File: src/rtl/hamming74_decoder.sv
// hamming74_decoder: two-stage Hamming(7,4) single-error-correcting decoder
// with a global-stall valid/ready pipeline and a saturating corrected-error counter.
module hamming74_decoder #(
  parameter int CNT_W = 8
) (
  input  logic             clk,
  input  logic             reset,
  input  logic             in_valid,
  output logic             in_ready,
  input  logic [6:0]       in_codeword,
  output logic             out_valid,
  input  logic             out_ready,
  output logic [3:0]       out_data,
  output logic             out_err,
  output logic [2:0]       out_syndrome,
  input  logic             cnt_clr,
  output logic [CNT_W-1:0] err_count
);
  logic             w_adv;
  logic [2:0]       w_syn;
  logic [6:0]       w_fix;
  logic             r_s1_valid;
  logic [6:0]       r_s1_cw;
  logic [2:0]       r_s1_syn;
  logic             r_out_valid;
  logic [3:0]       r_out_data;
  logic             r_out_err;
  logic [2:0]       r_out_syn;
  logic [CNT_W-1:0] r_cnt;

  assign w_adv    = !r_out_valid || out_ready;
  assign in_ready = w_adv;
  assign w_syn    = {^in_codeword[3:0],
                     in_codeword[5] ^ in_codeword[4] ^ in_codeword[1] ^ in_codeword[0],
                     in_codeword[6] ^ in_codeword[4] ^ in_codeword[2] ^ in_codeword[0]};
  // Hamming position p lives at codeword bit 7-p
  assign w_fix    = r_s1_cw ^ ((r_s1_syn == 3'd0) ? 7'd0 : (7'h40 >> (r_s1_syn - 3'd1)));

  always_ff @(posedge clk) begin
    if (reset) begin
      r_s1_valid  <= 1'b0;
      r_s1_cw     <= '0;
      r_s1_syn    <= '0;
      r_out_valid <= 1'b0;
      r_out_data  <= '0;
      r_out_err   <= 1'b0;
      r_out_syn   <= '0;
    end else if (w_adv) begin
      r_s1_valid  <= in_valid;
      r_out_valid <= r_s1_valid;
      if (in_valid) begin
        r_s1_cw  <= in_codeword;
        r_s1_syn <= w_syn;
      end
      if (r_s1_valid) begin
        r_out_data <= {w_fix[4], w_fix[2], w_fix[1], w_fix[0]};
        r_out_err  <= r_s1_syn != 3'd0;
        r_out_syn  <= r_s1_syn;
      end
    end
  end

  always_ff @(posedge clk) begin
    if (reset || cnt_clr)
      r_cnt <= '0;
    else if (r_out_valid && out_ready && r_out_err && r_cnt != '1)
      r_cnt <= r_cnt + 1'b1;
  end

  assign out_valid    = r_out_valid;
  assign out_data     = r_out_data;
  assign out_err      = r_out_err;
  assign out_syndrome = r_out_syn;
  assign err_count    = r_cnt;
endmodule
File: config.mk
export PLATFORM = sky130hd
export DESIGN_NAME = hamming74_decoder
export DESIGN_NICKNAME = d
export VERILOG_FILES = /design/src/rtl/hamming74_decoder.sv
export SDC_FILE = /design/constraint.sdc
export NUM_CORES = 1
export LEC_CHECK = 0
export BUFFER_PORTS_ARGS = -buffer_cell sky130_fd_sc_hd__buf_2
export CORE_MARGIN = 1
export CORE_UTILIZATION = 47
export CTS_CLUSTER_SIZE = 20
export DETAILED_ROUTE_END_ITERATION = 16
export PLACE_DENSITY = 0.73
export SYNTH_ARGS = -nofsm -noshare
export SYNTH_HDL_FRONTEND = slang
export SYNTH_SLANG_ARGS = --single-unit
File: constraint.sdc
create_clock -name clk -period 1.6 [get_ports clk]
set_input_delay 0.08 -clock clk [delete_from_list [all_inputs] [get_ports clk]]
set_output_delay 0.08 -clock clk [all_outputs]
set_load 0.02 [all_outputs]
==> metrics.cfg <==
[run_status]
outcome = complete, no violations

[setup_path]
critPathLaunch = err_count[0]
regToRegEndpoint = err_count[7]
critical_path.max_stage_delay_ns = 0.37
crit_arrival_ns = 1.74
critical_path_class = flip-flop to flip-flop
crit_path_end = err_count[7]
critical-path-slowest-cell = or3_1
worst-r2r-cell-count = 5
worstPathCellList = ha_1 -> nand3_1 -> o211ai_2 -> or3_1 -> a21oi_1
reg2reg_slack_ns = 0.12
crit_required_ns = 1.86
cp-start-kind = flip-flop
timing.critical_path.to_type = flip-flop
path_max_fanout = 5
worst_r2r_startpoint = err_count[0]

[clocking]
postCtsResizedCells = 0
cts_num_sinks = 25
postCtsSetupBuffers = 0
cts_buffer_depth = 2
htree_num_levels = 1
worstSkewPairLatency_ns = 0.32
path_clk_slew_ns = 0.13
number_of_buffers_created_by_cts = 3
cts_hold_buf = 0
clockRootBuffer = clkbuf_4
tritoncts = yes

[synth]
postSynthAreaPerCell_um2 = 8.63
postSynth.asyncResetShare_pct = 0
postSynthNetCount = 142
yosys_warnings = 0
ys_dominant_reg_cell = dfxtp_1
netlist-cell-type-count = 29
synth_largest_type_area_fraction_pct = 44.9
syn-instance-count = 129
synthMostInstantiatedCell = dfxtp_1
postSynthRegisterBits = 25
ranking_of_synthesized_cells_by_area = dfxtp_1 (45%), xor2_1 (8.7%), nand2_1 (6.4%)
synth_seq_area_share_pct = 44.9
netlist_area_um2 = 1110
netlist.top_cell.by_area = dfxtp_1
yosys-top-cells-count = dfxtp_1 (25), nand2_1 (19), nor2_1 (17)
synth_edf_count = 0

[timing]
setup_repair_after_global_routing_missed_its_margin = false
layout_min_cycle_time_ns = 1.48
relSlewSlack_pct = 78.8
setup-tns-final_ns = 0
post-route-period-util_pct = 92.7
clk_skew_ns = 0.00718
final_hold_viol_count = 0
final_report_setup_violation_count = 0
tightest_slew_ns = 0.317
slew_violations = 0
fmaxAchievable_mhz = 674

[pwr]
power.density_nw_per_um2 = 864
peakVddDrop_uv = 618
power.leakage_nw = 0.552

[final_layout]
n_antenna_cell = 0
fillCellCount = 208
postLayoutCellArea_um2 = 1290
number_of_nets_in_the_layout = 171
final_layout_size_suffix_gt1_share_pct = 24.8
area_delta_synth_final_pct = 15.8

[floorplan]
fp.coreArea_um2 = 2210
fp-row-count = 17
floorplan.initialDensity_pct = 50.3
dieArea_um2 = 2570
num_io_pins = 30
die_width_um = 50.7
die-height_um = 50.7

[global_routing]
via_count_of_the_first_global_routing_pass = 800
pin_count_of_the_biggest_net_entering_global_routing = 19
grt_remaining_overflow = 0
groute.usage.overall_pct = 17.8
antenna_violations_before_repair = 0
grt_pass1_wl_mm = 3.44

[detailed_routing]
dr_total_vias = 957
dr.first_iter.drc_count = 16
remaining_drc_errors = 0
routed_wirelength_mm = 2.09
routed_wire_length_per_instance_um = 11.3
via_per_inst = 5.17
postRouteAntennaNets = 0
drt-pass1-iter-count = 4

[placed_design]
postPlaceCellArea_um2 = 1260
numPortBuffers = 29
gp_congestion = 0.729
hpwlAfterDp_mm = 1.61

[worst_hold_path]
worstHoldPathType = input pin to flip-flop

[job]
maxCapViolations = 0

power by group:
| group | switching (mW) | internal (mW) | leakage, nW | total [mW] |
|---|---|---|---|---|
| Sequential | 0.0266 | 0.652 | 0.204 | 0.678 |
| Combinational | 0.0874 | 0.0662 | 0.332 | 0.154 |
| Clock | 0.185 | 0.0976 | 0.0150 | 0.282 |
sequential cells by signal (all words and copies together) (netlist names):
register and cells:
r_s1_valid 1, r_s1_syn 3, out_syndrome 3, out_err 1, r_s1_cw 4, err_count 8, out_valid 1, out_data 4
final cells by class:
class	instances	area, µm²	area share (%)
clock buffers	4	26.3	2.04
inverters	1	3.75	0.291
multi-input cells	98	579	44.9
flip-flops and latches	25	500	38.8
well taps	28	35.0	2.72
repair buffers	29	145	11.3
through the flow:
step / std cells / setup slack (ns) / hold slack (ns) / util (%) / total power [mW]
final: 185 / 0.116 / 0.0226 / 58.3 / 1.11
after CTS: 185 / 0.143 / 0.0234 / 58.3 / 1.12
after floorplan: 129 / 0.182 / 0.216 / - / 0.802
after global routing: 185 / 0.0272 / 0.0162 / 58.3 / 1.16
after detailed placement: 181 / 0.175 / 0.369 / 57.1 / 0.847
after global placement: 181 / 0.248 / 0.351 / 57.1 / 0.842
logic make-up (layout without fill, tap and decap cells):
family | Yosys count | in the layout | share of synthesized area [%]
fa+ha+maj | 1 | 1 | 1.12
simple gates | 57 | 57 | 24.5
compound gates | 22 | 22 | 12.1
buf+inv | 6 | 34 | 3.03
mux | 1 | 1 | 0.899
flops | 25 | 25 | 44.9
xor+xnor | 17 | 17 | 13.4
routing by layer:
metal,GRT usage (%),part of all wire [%],vias up
li1,-,-,494
met1,23.4,47,426
met2,28.7,46,32
met3,2.12,4.9,5
met4,8.80,1.9,0
met5,0,0,-
worst max-delay path, delay by kind of cell, from the launching register on:
| kind | cells | cell delay, ns |
|---|---|---|
| fa+ha+maj | 1 | 0.23 |
| simple gates | 2 | 0.51 |
| flops | 1 | 0.36 |
| compound gates | 2 | 0.32 |
how the worst min path moves through the flow:
stage                   start    endpoint  depth (start not counted)
2_1_floorplan  in_codeword[0]  r_s1_cw[0]                          2
3_3_place_gp   in_codeword[1]  r_s1_cw[1]                          3
3_5_place_dp   in_codeword[1]  r_s1_cw[1]                          3
4_1_cts        in_codeword[0]  r_s1_cw[0]                          3
5_1_grt        in_codeword[0]  r_s1_cw[0]                          3
6_report       in_codeword[0]  r_s1_cw[0]                          3
cells in the final DEF, fill, tap and decap left out:
cell and instances:
and3_1 2, o21ai_0 2, and2_2 2, o211ai_2 1, nor2_1 17, a211oi_1 6
dfxtp_1 25, a21oi_1 11, clkbuf_4 3, nand2_1 19, nand3b_1 1, mux2i_1 1
ha_1 1, o211ai_1 1, or2_2 2, o21ai_1 1, nand4_1 2, clkbuf_1 1
xor2_1 11, nor3_1 2, and2_1 1, or2b_4 1, buf_2 29, xnor2_1 6
nor4_1 1, inv_1 1, and3_4 1, nand3_1 4, or3_1 2
Power figures use the tool's default switching activity.
